==> src/rtl/opsum_push_mask_gen.sv <==
// Per-channel push-enable mask for the opsum FIFO bank: pointwise ramp-up,
// depthwise fixed lanes, standard all-open, and a ramp-down drain phase.
module opsum_push_mask_gen #(
  parameter int NUM_CH   = 32,
  parameter int DW_LANES = 10,
  parameter int CNT_W    = $clog2(NUM_CH + 1)
) (
  input  logic              clk,
  input  logic              rst_n,
  input  logic [1:0]        layer_type_i,
  input  logic [CNT_W-1:0]  oc_real_i,
  input  logic              start_i,
  input  logic              normal_loop_i,
  input  logic              push_one_i,
  input  logic [NUM_CH-1:0] ifmap_pop_i,
  input  logic              drain_i,
  output logic [NUM_CH-1:0] opsum_fifo_mask_o,
  output logic [CNT_W-1:0]  active_cnt_o,
  output logic              ramp_full_o,
  output logic              drain_done_o,
  output logic              busy_o
);

  typedef enum logic [1:0] {IDLE, RAMP, FULL, DRAIN} state_t;

  localparam logic [1:0] LT_PW  = 2'd0;
  localparam logic [1:0] LT_DW  = 2'd1;
  localparam logic [1:0] LT_STD = 2'd2;
  localparam int         DW_EFF = (DW_LANES < NUM_CH) ? DW_LANES : NUM_CH;

  // Channel counts above NUM_CH saturate to the physical FIFO count.
  function automatic logic [CNT_W-1:0] sat_oc(input logic [CNT_W-1:0] oc);
    if (oc > CNT_W'(NUM_CH)) return CNT_W'(NUM_CH);
    return oc;
  endfunction

  // Low-n-bits mask, built one bit wider so n == NUM_CH gives all ones.
  function automatic logic [NUM_CH-1:0] lane_mask(input logic [CNT_W-1:0] n);
    logic [NUM_CH:0] wide;
    wide = ((NUM_CH + 1)'(1) << n) - (NUM_CH + 1)'(1);
    return wide[NUM_CH-1:0];
  endfunction

  function automatic logic [CNT_W-1:0] popcnt(input logic [NUM_CH-1:0] m);
    logic [CNT_W-1:0] c;
    c = '0;
    for (int i = 0; i < NUM_CH; i++) c = c + CNT_W'(m[i]);
    return c;
  endfunction

  state_t            state, state_n;
  logic [NUM_CH-1:0] dyn_mask, dyn_n;
  logic [1:0]        mode_q, mode_n;
  logic [CNT_W-1:0]  oc_q, oc_n;
  logic              done_q, done_n;

  logic              step;
  logic [NUM_CH-1:0] static_mask;
  logic [NUM_CH-1:0] fill_shift;
  logic [NUM_CH-1:0] drain_shift;
  logic [CNT_W-1:0]  oc_in_eff;

  assign step        = normal_loop_i & (|ifmap_pop_i);
  assign static_mask = lane_mask(sat_oc(oc_q));
  assign fill_shift  = (dyn_mask << 1) | NUM_CH'(1);
  assign drain_shift = dyn_mask << 1;
  assign oc_in_eff   = sat_oc(oc_real_i);

  always_ff @(posedge clk or negedge rst_n) begin
    if (!rst_n) begin
      state    <= IDLE;
      dyn_mask <= '0;
      mode_q   <= '0;
      oc_q     <= '0;
      done_q   <= 1'b0;
    end else begin
      state    <= state_n;
      dyn_mask <= dyn_n;
      mode_q   <= mode_n;
      oc_q     <= oc_n;
      done_q   <= done_n;
    end
  end

  always_comb begin
    state_n = state;
    dyn_n   = dyn_mask;
    mode_n  = mode_q;
    oc_n    = oc_q;
    done_n  = 1'b0;
    if (start_i) begin
      mode_n = layer_type_i;
      oc_n   = oc_real_i;
      if (oc_real_i == '0) begin
        state_n = IDLE;
        dyn_n   = '0;
      end else begin
        case (layer_type_i)
          LT_PW: begin
            dyn_n   = NUM_CH'(1);
            state_n = (oc_in_eff == CNT_W'(1)) ? FULL : RAMP;
          end
          LT_DW: begin
            dyn_n   = lane_mask(CNT_W'(DW_EFF));
            state_n = FULL;
          end
          LT_STD: begin
            dyn_n   = '1;
            state_n = FULL;
          end
          default: begin
            dyn_n   = '0;
            state_n = IDLE;
          end
        endcase
      end
    end else begin
      case (state)
        RAMP: begin
          if (drain_i) begin
            state_n = DRAIN;
          end else if (step) begin
            dyn_n = fill_shift;
            if ((fill_shift & static_mask) == static_mask) state_n = FULL;
          end
        end
        FULL: begin
          if (drain_i) state_n = DRAIN;
        end
        DRAIN: begin
          if (step) begin
            dyn_n = drain_shift;
            // Lower lanes close first; the tile is done once no real lane is open.
            if ((drain_shift & static_mask) == '0) begin
              state_n = IDLE;
              dyn_n   = '0;
              done_n  = 1'b1;
            end
          end
        end
        default: ;
      endcase
    end
  end

  always_comb begin
    opsum_fifo_mask_o = '0;
    if ((state != IDLE) && (normal_loop_i || push_one_i))
      opsum_fifo_mask_o = dyn_mask & static_mask;
  end

  assign active_cnt_o = popcnt(opsum_fifo_mask_o);
  assign ramp_full_o  = (state == FULL);
  assign drain_done_o = done_q;
  assign busy_o       = (state != IDLE);

endmodule

==> config.mk <==
export PLATFORM = sky130hd
export DESIGN_NAME = opsum_push_mask_gen
export DESIGN_NICKNAME = d
export VERILOG_FILES = /design/src/rtl/opsum_push_mask_gen.sv
export SDC_FILE = /design/constraint.sdc
export NUM_CORES = 1
export LEC_CHECK = 0
export ABC_CLOCK_PERIOD_IN_PS = 9500
export CAP_MARGIN = 20
export CORE_MARGIN = 2
export CORE_UTILIZATION = 53
export DETAILED_ROUTE_END_ITERATION = 7
export PLACE_DENSITY = 0.93
export SLEW_MARGIN = 20
export SYNTH_ARGS = -nofsm -noshare
export SYNTH_HDL_FRONTEND = slang
export SYNTH_SLANG_ARGS = --single-unit
==> constraint.sdc <==
create_clock -name clk -period 9.5 [get_ports clk]
set_input_delay 0.95 -clock clk [delete_from_list [all_inputs] [get_ports clk]]
set_output_delay 0.95 -clock clk [all_outputs]
set_load 0.02 [all_outputs]
==> results.txt <==
Post-synth top area share - 0.236
TNS Setup - 0 ps
HP Class - register to register
DRT Pass-1 Iters - 5
TritonCTS clock tree - done
Seq/Total Area, Yosys - 0.236
Nets - 719
Final Critical Period - 8280 ps
Vias per inst - 6.34
Clock sinks - 41
Outcome - completed
Hold Crit Start - dyn_mask[31]$_DFFE_PN0P_
R2r setup slk - 5150 ps
# Max-Cap Violations - 0
#FFs+latches synth - 41
Full die area - 0.00894 mm²
Yosys Warn Count - 0
Worst R2R End - dyn_mask[29]$_DFFE_PN0P_
Setup CP Type - register to output pin
WHS - 575 ps
Post-Syn Nets - 653
Overflow after GRT - 0
Wire per inst - 20.9 µm
Share of cells above drive strength 1 - 0.0579
Number of CTS-inserted buffers - 5
Num rows - 33
Relative slew margins - 0.291
Hold depth - 2
Final Skew - 8.44 ps
Flip-flop and latch area - 0.00103 mm²
Achievable clock frequency - 121 MHz
Final WL - 15600 µm
Non-Filler Instances - 744
1st-iter DRT viols - 473
Top-count cell post-synth - inv_1
Largest area contributor in the netlist - dfrtp_1
Global-route wire length before repair - 24700 µm
Post-cts resize count - 0
Vias in the first global route - 4698
Crit end category - output pin
Fill cells - 724
Initial Utilization - 0.537
Worst Tran Pin Value - 1060 ps
Fin. Hold Viols - 0
# IOs - 87
CP Data Required Time - 8550 ps
Ranking of synthesized cells by area - dfrtp_1 24%, fa_1 11%, a21oi_1 6.5%
Finish-stage setup viols - 0
CP arrival - 7330 ps
Ys async rst share - 1.00
CTS hold repair buffers - 0
Main synth FF type - dfrtp_1
Cells after Synth - 572
Routed via count - 4720
Startpoint types - register
Gr usage total - 0.361
Setup Buffers After CTS - 0
Maximum fanout along the worst path - 22
Period utilization - 0.872
End of the worst hold path - dyn_mask[31]$_DFFE_PN0P_
Syn Area/Cell - 7.59 µm²
Netlist cell types - 70
Final setup margin - 1220 ps
Antenna viol nets, final - 0
Largest net degree at the start of global routing - 42
DPL Wire Length - 11900 µm
PortBufs - 86
Diode count - 0
Total core area - 0.00809 mm²
Footprint of the multi-input gates - 0.00285 mm²
Area delta synth->final - 21.8%
Clk slew on worst S/H paths - 70 ps
H-Tree Depth - 2
GPL Wtd Cong - 0.976
Die Ht - 94.5 µm
Remaining DRCs - 0
Pre-CTS setup slack - 1350 ps
Clock root buffer - clkbuf_8
RSZ-0062 raised after global routing - no
EDFF count, synth - 0
Max Slew Vio Count - 0
Post-synth top cells - 69 x inv_1, 62 x nand2_1, 56 x a21oi_1, 54 x nor2_1, 41 x dfrtp_1
Clock tree buffer depth - 2
Worst skew pair latency - 290 ps
FF-to-FF path depth - 12
Cell area after synthesis - 0.00434 mm²
Number of instances in the placed design - 735
Worst r2r src - oc_q[2]$_DFFE_PN0P_
Die width - 94.5 µm
Initial antenna violation count - 0
==> worst max-delay path by stage <==
stage / from / endpoint / slack [ps] / cells past startpoint
after detailed placement: normal_loop_i / active_cnt_o[4] / 1350 / 21
after floorplan: oc_q[3]$_DFFE_PN0P_ / active_cnt_o[4] / 2020 / 20
final: oc_q[2]$_DFFE_PN0P_ / active_cnt_o[4] / 1220 / 21
after global placement: normal_loop_i / active_cnt_o[4] / 1450 / 21
after global routing: oc_q[1]$_DFFE_PN0P_ / active_cnt_o[4] / 900 / 24
after CTS: oc_q[2]$_DFFE_PN0P_ / active_cnt_o[4] / 1270 / 23
==> registers in the layout, summed over array words and instances (netlist names) <==
| register | count |
|---|---|
| drain_done_o | 1 |
| dyn_mask | 32 |
| oc_q | 6 |
| state | 2 |
==> through the flow <==
| stage | instance area (µm²) | utilization |
|---|---|---|
| 5_1_grt | 5290 | 0.654 |
| 2_1_floorplan | 4340 | - |
| 3_3_place_gp | 5200 | 0.642 |
| 4_1_cts | 5290 | 0.653 |
| 6_report | 5290 | 0.654 |
| 3_5_place_dp | 5200 | 0.642 |
==> layout make-up <==
cell class	count	area share
well taps	105	0.0248
multi-input cells	424	0.539
inverters	69	0.0490
clock buffers	6	0.0137
clock inverters	2	0.00284
repair buffers	97	0.177
flip-flops and latches	41	0.194
==> worst max-delay path, cell delays in order, from the launching register on <==
cell and delay (ps):
dfrtp_1 390, or4_4 570, or3_1 320, ha_1 490
buf_4 330, o31ai_1 100, xor2_1 360, nand3_1 240
fa_1 630, fa_1 460, fa_1 510, fa_1 520
inv_1 50, fa_1 470, ha_1 160, inv_1 50
fa_1 390, inv_1 70, a21o_1 100, a21oi_1 70
xnor2_1 140, clkdlybuf4s50_1 620
==> placed cells by master, fill, tap and decap left out, drive strengths merged, types with 4 or more instances in the layout <==
cell type | synthesis | final
a211oi | 4 | 4
a21o | 8 | 8
a21oi | 56 | 56
a31oi | 7 | 7
and3 | 9 | 9
buf | 23 | 11
clkbuf | 15 | 7
clkdlybuf4s50 | 0 | 85
dfrtp | 41 | 41
fa | 24 | 24
ha | 11 | 11
inv | 69 | 69
nand2 | 62 | 62
nand2b | 5 | 5
nand3 | 24 | 24
nand4 | 4 | 4
nor2 | 54 | 54
nor2b | 9 | 9
nor3 | 8 | 8
nor4 | 15 | 15
o2111ai | 5 | 5
o21a | 8 | 8
o21ai | 23 | 23
o22ai | 4 | 4
o31ai | 5 | 5
or2 | 10 | 10
or3 | 6 | 6
or4 | 4 | 4
xnor2 | 6 | 6
==> layer usage <==
layer	track usage	up-vias	wire length, µm
met2	0.580	269	7300
met1	0.478	2255	6080
met4	0.136	0	589
met5	0	-	0
li1	-	2139	-
met3	0.0806	57	1590
==> cell families after synthesis <==
kind of cell | after synthesis | synth area share
AO/OA/AOI/OAI | 158 | 0.240
XOR/XNOR | 7 | 0.0141
adder cells (fa/ha/maj) | 35 | 0.142
buffers and inverters | 107 | 0.108
flip-flops | 41 | 0.236
multiplexers | 3 | 0.00778
AND/OR/NAND/NOR | 221 | 0.252
Power is left out: the tool's default activity adds up to more than one toggle a clock period on the data nets, which glitch-free logic cannot reach.
